--- src/rtl/scope_capture_ctrl.sv ---
`default_nettype none
// +----------------------------------------------------------------------------+
// | Module   : scope_capture_ctrl                                              |
// | Purpose  : Trigger-based capture sequencer for the time-domain display     |
// |            RAM write port. Arms on a level/slope trigger with hysteresis,  |
// |            writes one DEPTH-sample record, then holds the record until the |
// |            display reports end of frame.                                   |
// | Ports    : ck100MHz/reset - clock, synchronous active-high reset           |
// |            run, trig_en, trig_level - capture control                      |
// |            sample_valid, sample     - signed 8-bit sample stream           |
// |            frame_sync               - end-of-frame pulse                   |
// |            enaTime/weaTime/addraTime/dinaTime - RAM port A                 |
// |            busy, auto_trig, capture_done      - status                     |
// | Options  : SCOPE_DECIM_EN adds decim[3:0]; only every (decim+1)-th valid   |
// |            sample after the trigger sample is written.                     |
// | Revision : 1.0 - initial release                                           |
// +----------------------------------------------------------------------------+
module scope_capture_ctrl #(
  parameter int DEPTH   = 640,
  parameter int ADDR_W  = 10,
  parameter int HYST    = 8,
  parameter int TIMEOUT = 4096
) (
  input  logic              ck100MHz,
  input  logic              reset,
  input  logic              run,
  input  logic              trig_en,
  input  logic [7:0]        trig_level,
  input  logic              sample_valid,
  input  logic [7:0]        sample,
  input  logic              frame_sync,
`ifdef SCOPE_DECIM_EN
  input  logic [3:0]        decim,
`endif
  output logic              enaTime,
  output logic              weaTime,
  output logic [ADDR_W-1:0] addraTime,
  output logic [7:0]        dinaTime,
  output logic              busy,
  output logic              auto_trig,
  output logic              capture_done
);

  localparam int TO_W = (TIMEOUT > 1) ? $clog2(TIMEOUT) : 1;

  typedef enum logic [2:0] {
    IDLE      = 3'd0,
    ARM       = 3'd1,
    WAIT_TRIG = 3'd2,
    CAPTURE   = 3'd3,
    HOLD      = 3'd4
  } state_t;

  state_t            state_q;
  logic              we_q;
  logic              done_q;
  logic              auto_q;
  logic [ADDR_W-1:0] addr_q;
  logic [7:0]        din_q;
  logic [TO_W-1:0]   tmo_q;

  // Arming threshold trig_level - HYST in 9 bits; a result below -128 is
  // clamped so the most negative sample can still arm the trigger.
  logic signed [8:0] thr9_d;
  logic signed [7:0] arm_thr_d;
  logic              arm_hit_d;
  logic              norm_trig_d;
  logic              tmo_hit_d;
  logic              take_d;
  logic [ADDR_W-1:0] addr_nxt_d;

  assign thr9_d      = $signed({trig_level[7], trig_level}) - $signed(9'(HYST));
  assign arm_thr_d   = (thr9_d[8] != thr9_d[7]) ? 8'sh80 : thr9_d[7:0];
  assign arm_hit_d   = $signed(sample) <= arm_thr_d;
  // Free-run treats any valid sample as a trigger; otherwise only an armed
  // (WAIT_TRIG) sample at or above the level qualifies.
  assign norm_trig_d = !trig_en ||
                       ((state_q == WAIT_TRIG) && ($signed(sample) >= $signed(trig_level)));
  assign tmo_hit_d   = (tmo_q == TO_W'(TIMEOUT - 1));
  assign addr_nxt_d  = addr_q + ADDR_W'(1);

`ifdef SCOPE_DECIM_EN
  logic [3:0] dec_q;
  assign take_d = (dec_q == decim);
`else
  assign take_d = 1'b1;
`endif

  always_ff @(posedge ck100MHz) begin
    if (reset) begin
      state_q <= IDLE;
      we_q    <= 1'b0;
      done_q  <= 1'b0;
      auto_q  <= 1'b0;
      addr_q  <= '0;
      din_q   <= '0;
      tmo_q   <= '0;
`ifdef SCOPE_DECIM_EN
      dec_q   <= '0;
`endif
    end else begin
      we_q   <= 1'b0;
      done_q <= 1'b0;
      case (state_q)
        IDLE: begin
          if (run) begin
            state_q <= ARM;
            tmo_q   <= '0;
          end
        end
        ARM, WAIT_TRIG: begin
          if (sample_valid) begin
            if (norm_trig_d || tmo_hit_d) begin
              // Trigger sample becomes word 0 of the record.
              addr_q <= '0;
              din_q  <= sample;
              we_q   <= 1'b1;
              auto_q <= !norm_trig_d;
`ifdef SCOPE_DECIM_EN
              dec_q  <= '0;
`endif
              if (DEPTH == 1) begin
                done_q  <= 1'b1;
                state_q <= HOLD;
              end else begin
                state_q <= CAPTURE;
              end
            end else begin
              tmo_q <= tmo_q + TO_W'(1);
              if ((state_q == ARM) && arm_hit_d) begin
                state_q <= WAIT_TRIG;
              end
            end
          end
        end
        CAPTURE: begin
          if (sample_valid) begin
`ifdef SCOPE_DECIM_EN
            dec_q <= take_d ? 4'd0 : dec_q + 4'd1;
`endif
            if (take_d) begin
              addr_q <= addr_nxt_d;
              din_q  <= sample;
              we_q   <= 1'b1;
              if (addr_nxt_d == ADDR_W'(DEPTH - 1)) begin
                done_q  <= 1'b1;
                state_q <= HOLD;
              end
            end
          end
        end
        HOLD: begin
          if (frame_sync) begin
            state_q <= run ? ARM : IDLE;
            tmo_q   <= '0;
          end
        end
        default: state_q <= IDLE;
      endcase
    end
  end

  assign enaTime      = we_q;
  assign weaTime      = we_q;
  assign addraTime    = addr_q;
  assign dinaTime     = din_q;
  assign capture_done = done_q;
  assign auto_trig    = auto_q;
  assign busy         = (state_q != IDLE);

endmodule
`default_nettype wire

--- config.mk ---
export PLATFORM = sky130hd
export DESIGN_NAME = scope_capture_ctrl
export DESIGN_NICKNAME = d
export VERILOG_FILES = /design/src/rtl/scope_capture_ctrl.sv
export SDC_FILE = /design/constraint.sdc
export NUM_CORES = 1
export LEC_CHECK = 0
export ABC_AREA = 1
export BUFFER_PORTS_ARGS = -buffer_cell sky130_fd_sc_hd__buf_2
export CORE_ASPECT_RATIO = 0.6
export CORE_MARGIN = 1
export CORE_UTILIZATION = 45
export CTS_CLUSTER_SIZE = 24
export DETAILED_ROUTE_END_ITERATION = 16
export PLACE_DENSITY = 0.68
export SYNTH_ARGS = -nofsm -noshare
export SYNTH_HDL_FRONTEND = slang
export SYNTH_SLANG_ARGS = --single-unit
--- constraint.sdc ---
create_clock -name ck100MHz -period 2.5 [get_ports ck100MHz]
set_clock_uncertainty 0.15 [all_clocks]
set_input_delay 0.25 -clock ck100MHz [delete_from_list [all_inputs] [get_ports ck100MHz]]
set_output_delay 0.25 -clock ck100MHz [all_outputs]
set_load 0.03 [all_outputs]
==> results_dict.tcl, run 1 <==
set metrics [dict create \
    globalplace.congestion 0.873 \
    cts-buffers-inserted 5 \
    synth_cell_types 37 \
    cts_tree "yes" \
    gr-total-overflow 0 \
    required_ns 2.54 \
    relSlewSlack_pct 63.8 \
    port_buffers 44 \
    placed_area_um2 3070 \
    io-pin-count 45 \
    synth_top_cell_by_area "dfxtp_1" \
    clockBufferDepth 2 \
    nets 505 \
    hold_viol 0 \
    cp_cell_sequence "buf_8 > inv_6 > ha_4 > nand3_2 > xor2_1 > ha_1 > inv_2 > nand3_1 > ha_1 > nand2_1 > o21a_1 > nand3_1 > nand2_1 > nand2_1 > nand2_1 > inv_1 > nand3_2 > nand2_2 > nand2_1 > nand2_1 > nor2_1" \
    hpwl_um 5530 \
    intPower_w 0.00135 \
    p_per_area_nw_per_um2 723 \
    switching_share_pct 43.9 \
    first_pass_iters 5 \
    dieArea_um2 6230 \
    place_ws_ns -0.343 \
    fin_crit_sh_pct 102 \
    p_sw_w 0.00106 \
    combPwrFrac_pct 48.5 \
    grt_max_degree 24 \
    grt_pass1_wl_um 11800 \
    wirelength_um 7260 \
    setup_ws_ns -0.0399 \
    holdWs_ns 0.0668 \
    maxSlewViolCount 0 \
    power.total_w 0.00240 \
    detail-route-antenna-nets 0 \
    syn_avg_cell_area_um2 6.66 \
    finalCriticalPeriod_ns 2.54 \
    slowest_stage "ha_1" \
    setup_viol 1 \
    die_x_um 101 \
    route.detailed.drc 0 \
    synth_nets 442 \
    synth_flop_cell "dfxtp_1" \
    cts.sinks 36 \
    cap_violations 0 \
    ys_seq_area_share_pct 27.1 \
    end_kind "flip-flop" \
    cp_max_fo 5 \
    hp-class "primary input to flip-flop" \
    p_clk_share_pct 21.8 \
    syn_inst 399 \
    cpMostUsedCell "nand2_1" \
    postLayoutCellArea_um2 3330 \
    status "complete, but fails checks" \
    synth-edff-count 0 \
    path_buf_inv 4 \
    synth_area_um2 2660 \
    synth_area_leaders "dfxtp_1, nand2_1, ha_1, inv_1, nand3_1" \
    tightest_slew_ns 0.543 \
    path_class "primary input to flip-flop" \
    die_h_um 61.5 \
    cp_top_family "simple AND/OR/NAND/NOR gates" \
    h-tree-depth 2 \
    clk_pin_slew_ns 0.07 \
    n_antenna_cell 0 \
    async_reset_ff_share_pct 0 \
    grt_antenna_before_repair 0 \
    synth_seq_cells 36 \
    cts-root-buf "clkbuf_8" \
    grt_usage_pct 24.9 \
    synth_top_area_share_pct 27.1 \
    final_core_util_pct 59.2 \
    violations "negative setup slack" \
    synthToLayoutAreaGrowth_pct 25.1 \
    holdBufCountCts 0 \
    rows 21 \
    startpoint_type "primary input" \
    yosysWarningCount 0 \
    worstSkewPairLatency_ns 0.30 \
    seqPwrFrac_pct 29.7 \
    start_util_pct 47.3 \
    grt_pass1_vias 2470 \
    coreArea_um2 5620 \
    avgViaCountPerCell 5.16 \
    post_drt_wl_per_cell_um 13.4 \
    via_count 2802 \
    slowest_delay_ns 0.34 \
    peakVddDrop_v 0.000523 \
    critical_path_arrival_ns 2.58 \
    drive_gt1_share_pct 27.4 \
    yosysMostFrequentCell "nand2_1" \
    drt_iter0_drc 193 \
    p_leak_nw 1.55 \
    grt_setup_unrepaired "true" \
    max_clock_freq_mhz 394 \
    synth_commonest_cells "nand2_1, inv_1, nand3_1" \
]
-- tightest hold or removal path, stage by stage --
cell and delay, ns:
buf_2 0.12, nand2_2 0.06, a21oi_2 0.04
-- kinds of logic (layout without fill, tap and decap cells) --
logic type               count (synthesis)  in the layout  share of synthesized area, %
AO/OA/AOI/OAI                           52             52                          11.6
XOR/XNOR                                 6              6                          1.98
adder cells (fa/ha/maj)                 21             21                          9.88
buffers and inverters                   70            134                          11.1
flip-flops                              36             36                          27.1
AND/OR/NAND/NOR                        214            214                          38.4
-- stage by stage --
stage | TNS [ns] | cells
2_1_floorplan | 0 | 399
3_3_place_gp | -1.35 | 532
3_5_place_dp | -3.79 | 532
4_1_cts | 0 | 540
5_1_grt | -0.993 | 543
6_report | -0.0399 | 543
-- path summary, 6_finish.rpt --
path	startpoint	to	slack (ns)	cells after the start
max	trig_level[4]	state_q[0]	-0.04	21
min	sample[0]	dinaTime[0]	0.07	3
max reg2reg	tmo_q[1]	addraTime[8]	0.19	9
min reg2reg	auto_trig	auto_trig	0.33	2
-- registers in the layout (all words and copies together) (netlist names) --
name / cells
capture_done: 1
dinaTime: 8
addraTime: 10
auto_trig: 1
enaTime: 1
tmo_q: 12
state_q: 3
-- area by class of cell --
class	count	area, um2
Timing Repair Buffer	67	413
Sequential cell	36	721
Multi-Input combinational cell	293	1750
Fill cell	525	2300
Clock inverter	3	42.5
Clock buffer	5	68.8
Inverter	59	234
Tap cell	80	100
-- per-layer routing --
metal,GRT usage (%),routed length [um],vias to the layer above
li1,-,-,1430
met1,36.7,3810,1265
met2,37.0,2890,99
met3,4.65,484,8
met4,7.04,77,0
met5,0,0,-
-- what timing repair did --
action | 4_1_cts | 5_1_grt
pin swaps | 2 | 9
setup endpoints to repair | 3 | 20
cloned | 0 | 0
setup buffers | 0 | 3
resized for setup | 2 | 28
-- cell usage in the layout (no fill, tap or decap), types with 5 or more instances in the layout --
master	n
nand2_1	89
nand4_1	15
dfxtp_1	36
nor2_1	31
buf_2	42
nand3_1	40
a21oi_1	24
nand3_2	5
a21oi_2	9
nor3_1	6
clkbuf_8	5
buf_4	22
nand2_2	11
inv_1	52
o21ai_0	10
ha_1	17
-- power groups by stage --
stage | Combinational (W) | Clock, W | Sequential (W)
3_5_place_dp | 0.00108 | 0 | 0.000725
3_3_place_gp | 0.00106 | 0 | 0.000725
2_1_floorplan | 0.000778 | 0 | 0.000764
5_1_grt | 0.00132 | 0.000564 | 0.000726
4_1_cts | 0.00109 | 0.000532 | 0.000714
6_report | 0.00117 | 0.000524 | 0.000715
(Power assumes the default switching activity.)
==> run 2: changes to the inputs <==
--- a/config.mk
+++ b/config.mk
@@ -7,7 +7,7 @@
 export LEC_CHECK = 0
 export ABC_AREA = 1
 export BUFFER_PORTS_ARGS = -buffer_cell sky130_fd_sc_hd__buf_2
-export CORE_ASPECT_RATIO = 0.6
+export CORE_ASPECT_RATIO = 0.7
 export CORE_MARGIN = 1
 export CORE_UTILIZATION = 45
 export CTS_CLUSTER_SIZE = 24
==> run 2 against run 1 <==
Compared with the run above:
- the flow now finishes without violations
- die area about the same
- sequential cell count unchanged
- sequential power about the same
- fmax increased by 2.0%
- clock power decreased by 3.8%
- critical path depth unchanged
- sequential share of layout area decreased by 0.50 points
- total power increased by 2.0%
- critical endpoint unchanged
- highest routed layer unchanged
==> results_dict.tcl, run 2 (same netlist as run 1, synthesis figures left out) <==
set metrics [dict create \
    cts-root-buf "clkbuf_8" \
    slowest_stage "ha_4" \
    placed_area_um2 3090 \
    nets 504 \
    intPower_w 0.00142 \
    wirelength_um 7080 \
    coreArea_um2 5700 \
    max_flop_register "tmo_q" \
    cpMostUsedCell "nand2_1" \
    h-tree-depth 2 \
    min_path_cells 3 \
    synthToLayoutAreaGrowth_pct 28.1 \
    r2r_start "tmo_q[1]" \
    cts-buffers-inserted 5 \
    required_ns 2.53 \
    cp_cell_sequence "buf_8 > inv_6 > ha_4 > nand3_2 > xor2_2 > ha_4 > or2_4 > ha_4 > nand2_2 > nor2_4 > nand2_1 > nand3_1 > nand2_1 > nand2_1 > nand2_1 > inv_1 > nand3_2 > nand2_2 > nand2_1 > nand2_1 > nor2_1" \
    grt_usage_pct 22.0 \
    startpoint "trig_level[4]" \
    reg2regPathDepth 9 \
    grt_pass1_vias 2323 \
    cp_max_fo 3 \
    holdBufCountCts 0 \
    relSlewSlack_pct 64.3 \
    maxSlewViolCount 0 \
    detail-route-antenna-nets 0 \
    setup_viol 0 \
    holdPathEnd "dinaTime[0]" \
    p_per_area_nw_per_um2 720 \
    status "finished, final reports clean" \
    dieArea_um2 6220 \
    globalplace.congestion 0.840 \
    seqPwrFrac_pct 29.0 \
    hp-start "sample[0]" \
    finalCriticalPeriod_ns 2.49 \
    grt_setup_unrepaired "true" \
    max_clock_freq_mhz 401 \
    combPwrFrac_pct 50.4 \
    dp_cells 527 \
    hp-class "primary input to flip-flop" \
    mostFrequentLayoutCells "nand2_1, inv_1, buf_2" \
    first_pass_iters 5 \
    peakVddDrop_v 0.000469 \
    p_clk_share_pct 20.5 \
    tightest_slew_ns 0.535 \
    largest_reg_flops 12 \
    drt_iter0_drc 134 \
    worstSkewPairLatency_ns 0.28 \
    r2r-end "dinaTime[7]" \
    grt_pass1_wl_um 10800 \
    clockBufferDepth 2 \
    hold_viol 0 \
    drive_gt1_share_pct 29.4 \
    startpoint_type "primary input" \
    path_buf_inv 3 \
    holdWs_ns 0.0706 \
    rows 23 \
    die_h_um 66.3 \
    fin_setup_tns_ns 0 \
    postLayoutCellArea_um2 3410 \
    cap_violations 0 \
    switching_share_pct 42.1 \
    hpwl_um 5080 \
    p_leak_nw 1.57 \
    path_class "primary input to flip-flop" \
    fin_cells 537 \
    start_util_pct 46.7 \
    via_count 2798 \
    cp_top_family "simple AND/OR/NAND/NOR gates" \
    p_sw_w 0.00103 \
    port_buffers 44 \
    cts.sinks 36 \
    gr-total-overflow 0 \
    n_antenna_cell 0 \
    fin_crit_sh_pct 99.7 \
    die_x_um 93.9 \
    avgViaCountPerCell 5.21 \
    end_kind "flip-flop" \
    clk_pin_slew_ns 0.07 \
    post_drt_wl_per_cell_um 13.2 \
    final_common_cell "nand2_1" \
    reg2reg_slack_ns 0.27 \
    slowest_delay_ns 0.26 \
    route.detailed.drc 0 \
    io-pin-count 45 \
    grt_max_degree 24 \
    grt_antenna_before_repair 0 \
    critical_path_arrival_ns 2.52 \
    cts_tree "yes" \
]
-- run 2: cell types whose count changed in the layout (fill, tap and decap cells not counted), sizes merged --
cell and change:
clkbuf +1, clkinvlp -1, buf -1
-- run 2: final cells by class --
cell class	count	area [um2]
fillers	517	2290
multi-input cells	293	1810
flip-flops and latches	36	721
repair buffers	66	430
inverters	59	239
well taps	75	93.8
clock buffers	6	72.6
clock inverters	2	35.0
-- run 2: worst max-delay path by stage --
stage	to	cells after the start	slack, ns
after floorplan	state_q[0]	20	0.01
after global placement	state_q[0]	21	-0.22
after detailed placement	state_q[0]	24	-0.33
after CTS	state_q[0]	24	0.004
after global routing	state_q[0]	24	-0.14
final	state_q[0]	21	0.009
-- run 2: routing by layer --
metal / up-vias / share of wire (%) / track usage (%)
li1: 1430 / - / -
met4: 0 / 1.3 / 4.42
met3: 10 / 6.1 / 4.02
met5: - / 0 / 0
met1: 1271 / 49 / 33.5
met2: 87 / 43 / 31.6
-- run 2: worst min-delay path, stage by stage --
cell,delay [ns]
buf_2,0.11
nand2_2,0.06
a21oi_2,0.04
-- run 2: what timing repair did --
item | 4_1_cts | 5_1_grt
gates resized for setup | 1 | 42
pin swaps | 0 | 18
buffers inserted | 0 | 2
setup endpoints to repair | 3 | 3
-- run 2: per-stage QoR --
step                      setup slack, ns  power, W  util (%)
after floorplan                    0.0102   0.00154         -
after global routing               -0.141   0.00266      59.8
after global placement             -0.218   0.00185      54.3
final                             0.00873   0.00245      59.8
after detailed placement           -0.329   0.00186      54.3
after CTS                         0.00447   0.00238      56.1
-- run 2: power by group through the flow --
stage	registers (W)	logic, W	clock network [W]
after floorplan	0.000764	0.000778	0
after global placement	0.000724	0.00113	0
after detailed placement	0.000724	0.00114	0
after CTS	0.000712	0.00115	0.000516
after global routing	0.000724	0.00139	0.000543
final	0.000713	0.00124	0.000504
==> run 3: changes to the inputs <==
--- a/config.mk
+++ b/config.mk
@@ -10,6 +10,7 @@
 export CORE_ASPECT_RATIO = 0.7
 export CORE_MARGIN = 1
 export CORE_UTILIZATION = 45
+export CTS_BUF_LIST = sky130_fd_sc_hd__clkbuf_8 sky130_fd_sc_hd__clkbuf_16
 export CTS_CLUSTER_SIZE = 24
 export DETAILED_ROUTE_END_ITERATION = 16
 export PLACE_DENSITY = 0.68
==> run 3 against run 2 <==
Compared with the run above:
- non-clock buffer count unchanged
- critical path depth unchanged
- die area unchanged
- sequential share of layout area unchanged
- first-iteration DRC count decreased by 0.75%
- highest routed layer unchanged
==> results_dict.tcl, run 3 (same netlist as run 1, synthesis figures left out) <==
set metrics [dict create \
    tightest_slew_ns 0.535 \
    avgViaCountPerCell 5.21 \
    hp-class "primary input to flip-flop" \
    p_leak_nw 1.58 \
    via_count 2798 \
    rows 23 \
    grt_pass1_vias 2323 \
    largest_reg_flops 12 \
    grt_usage_pct 22.0 \
    max_clock_freq_mhz 401 \
    final_core_util_pct 59.8 \
    power.total_w 0.00245 \
    globalplace.congestion 0.840 \
    cp_max_fo 3 \
    p_per_area_nw_per_um2 719 \
    cp_cell_sequence "buf_8 > inv_6 > ha_4 > nand3_2 > xor2_2 > ha_4 > or2_4 > ha_4 > nand2_2 > nor2_4 > nand2_1 > nand3_1 > nand2_1 > nand2_1 > nand2_1 > inv_1 > nand3_2 > nand2_2 > nand2_1 > nand2_1 > nor2_1" \
    gr-total-overflow 0 \
    status "finished, final reports clean" \
    n_antenna_cell 0 \
    post_drt_wl_per_cell_um 13.2 \
    peakVddDrop_v 0.000469 \
    dieArea_um2 6220 \
    top_layer_used "met4" \
    detail-route-antenna-nets 0 \
    cts_tree "yes" \
    relSlewSlack_pct 64.3 \
    startpoint_type "primary input" \
    cts.sinks 36 \
    path_class "primary input to flip-flop" \
    cap_violations 0 \
    routed-wl-met3_um 430 \
    fill_cells 517 \
    wirelength_um 7080 \
    clk_pin_slew_ns 0.07 \
    cp_top_family "simple AND/OR/NAND/NOR gates" \
    grt_setup_unrepaired "true" \
    die_x_um 93.9 \
    multiInputGateArea_um2 1810 \
    cts-buffers-inserted 5 \
    worstSkewPairLatency_ns 0.29 \
    coreArea_um2 5700 \
    grt_antenna_before_repair 0 \
    final_common_cell "nand2_1" \
    holdBufCountCts 0 \
    io-pin-count 45 \
    required_ns 2.53 \
    drt_iter0_drc 133 \
    h-tree-depth 2 \
    start_util_pct 46.7 \
    synthToLayoutAreaGrowth_pct 28.1 \
    met1_length_um 3480 \
    slowest_stage "ha_4" \
    hpwl_um 5080 \
    wl_met2_um 3070 \
    grt_pass1_wl_um 10800 \
    fin_crit_sh_pct 99.7 \
    finalCriticalPeriod_ns 2.49 \
    first_pass_iters 5 \
    critical_path_arrival_ns 2.52 \
    port_buffers 44 \
    mostFrequentLayoutCells "nand2_1, inv_1, buf_2" \
    maxSlewViolCount 0 \
    drive_gt1_share_pct 29.4 \
    max_flop_register "tmo_q" \
    end_kind "flip-flop" \
    nets 504 \
    die_h_um 66.3 \
    route.detailed.drc 0 \
    slowest_delay_ns 0.26 \
    cts-root-buf "clkbuf_8" \
    path_buf_inv 3 \
    grt_max_degree 24 \
    clockBufferDepth 2 \
    cpMostUsedCell "nand2_1" \
    setup_viol 0 \
    hold_viol 0 \
    ff_latch_area_um2 721 \
]
run 3: repair_timing:
| item | 4_1_cts | 5_1_grt |
|---|---|---|
| gates resized for setup | 1 | 42 |
| setup endpoints to repair | 3 | 3 |
| cloned | 0 | 0 |
| pin swaps | 0 | 18 |
| buffers inserted | 0 | 2 |
run 3: final cells by class:
| cell class | instances | area share, % |
|---|---|---|
| Multi-Input combinational cell | 293 | 53.3 |
| Sequential cell | 36 | 21.2 |
| Timing Repair Buffer | 66 | 12.6 |
| Inverter | 59 | 7.02 |
| Tap cell | 75 | 2.76 |
| Clock buffer | 5 | 2.02 |
| Clock inverter | 3 | 1.14 |
run 3: through the flow:
step	cells	area [um2]	hold WS (ns)	worst slack [ns]	setup TNS, ns
floorplan	399	2680	0.169	0.0102	0
global placement	527	3090	0.318	-0.218	-0.628
detailed placement	527	3090	0.324	-0.329	-0.969
CTS	535	3200	0.0630	0.00447	0
global route	537	3410	0.0809	-0.141	-0.279
finish	537	3410	0.0706	0.00872	0
run 3: final timing paths:
kind	from	end	slack (ns)	cells after the start
setup / recovery	trig_level[4]	state_q[0]	0.009	21
hold / removal	sample[0]	dinaTime[0]	0.07	3
setup reg to reg	tmo_q[1]	dinaTime[7]	0.27	9
hold reg to reg	auto_trig	auto_trig	0.33	2
run 3: layer usage:
metal,vias up,global-route usage (%)
li1,1430,-
met1,1271,33.5
met2,87,31.6
met3,10,4.02
met4,0,4.42
met5,-,0
run 3: tightest hold or removal path, delay by kind of cell:
kind | cells | cell delay (ns)
buffers and inverters | 1 | 0.11
AND/OR/NAND/NOR | 1 | 0.06
AO/OA/AOI/OAI | 1 | 0.04
run 3: where the power goes:
group          total, W  switching, W  internal (W)
Clock          0.000500      0.000208      0.000292
Combinational   0.00124      0.000769      0.000468
Sequential     0.000713     0.0000568      0.000656
Total           0.00245       0.00103       0.00142
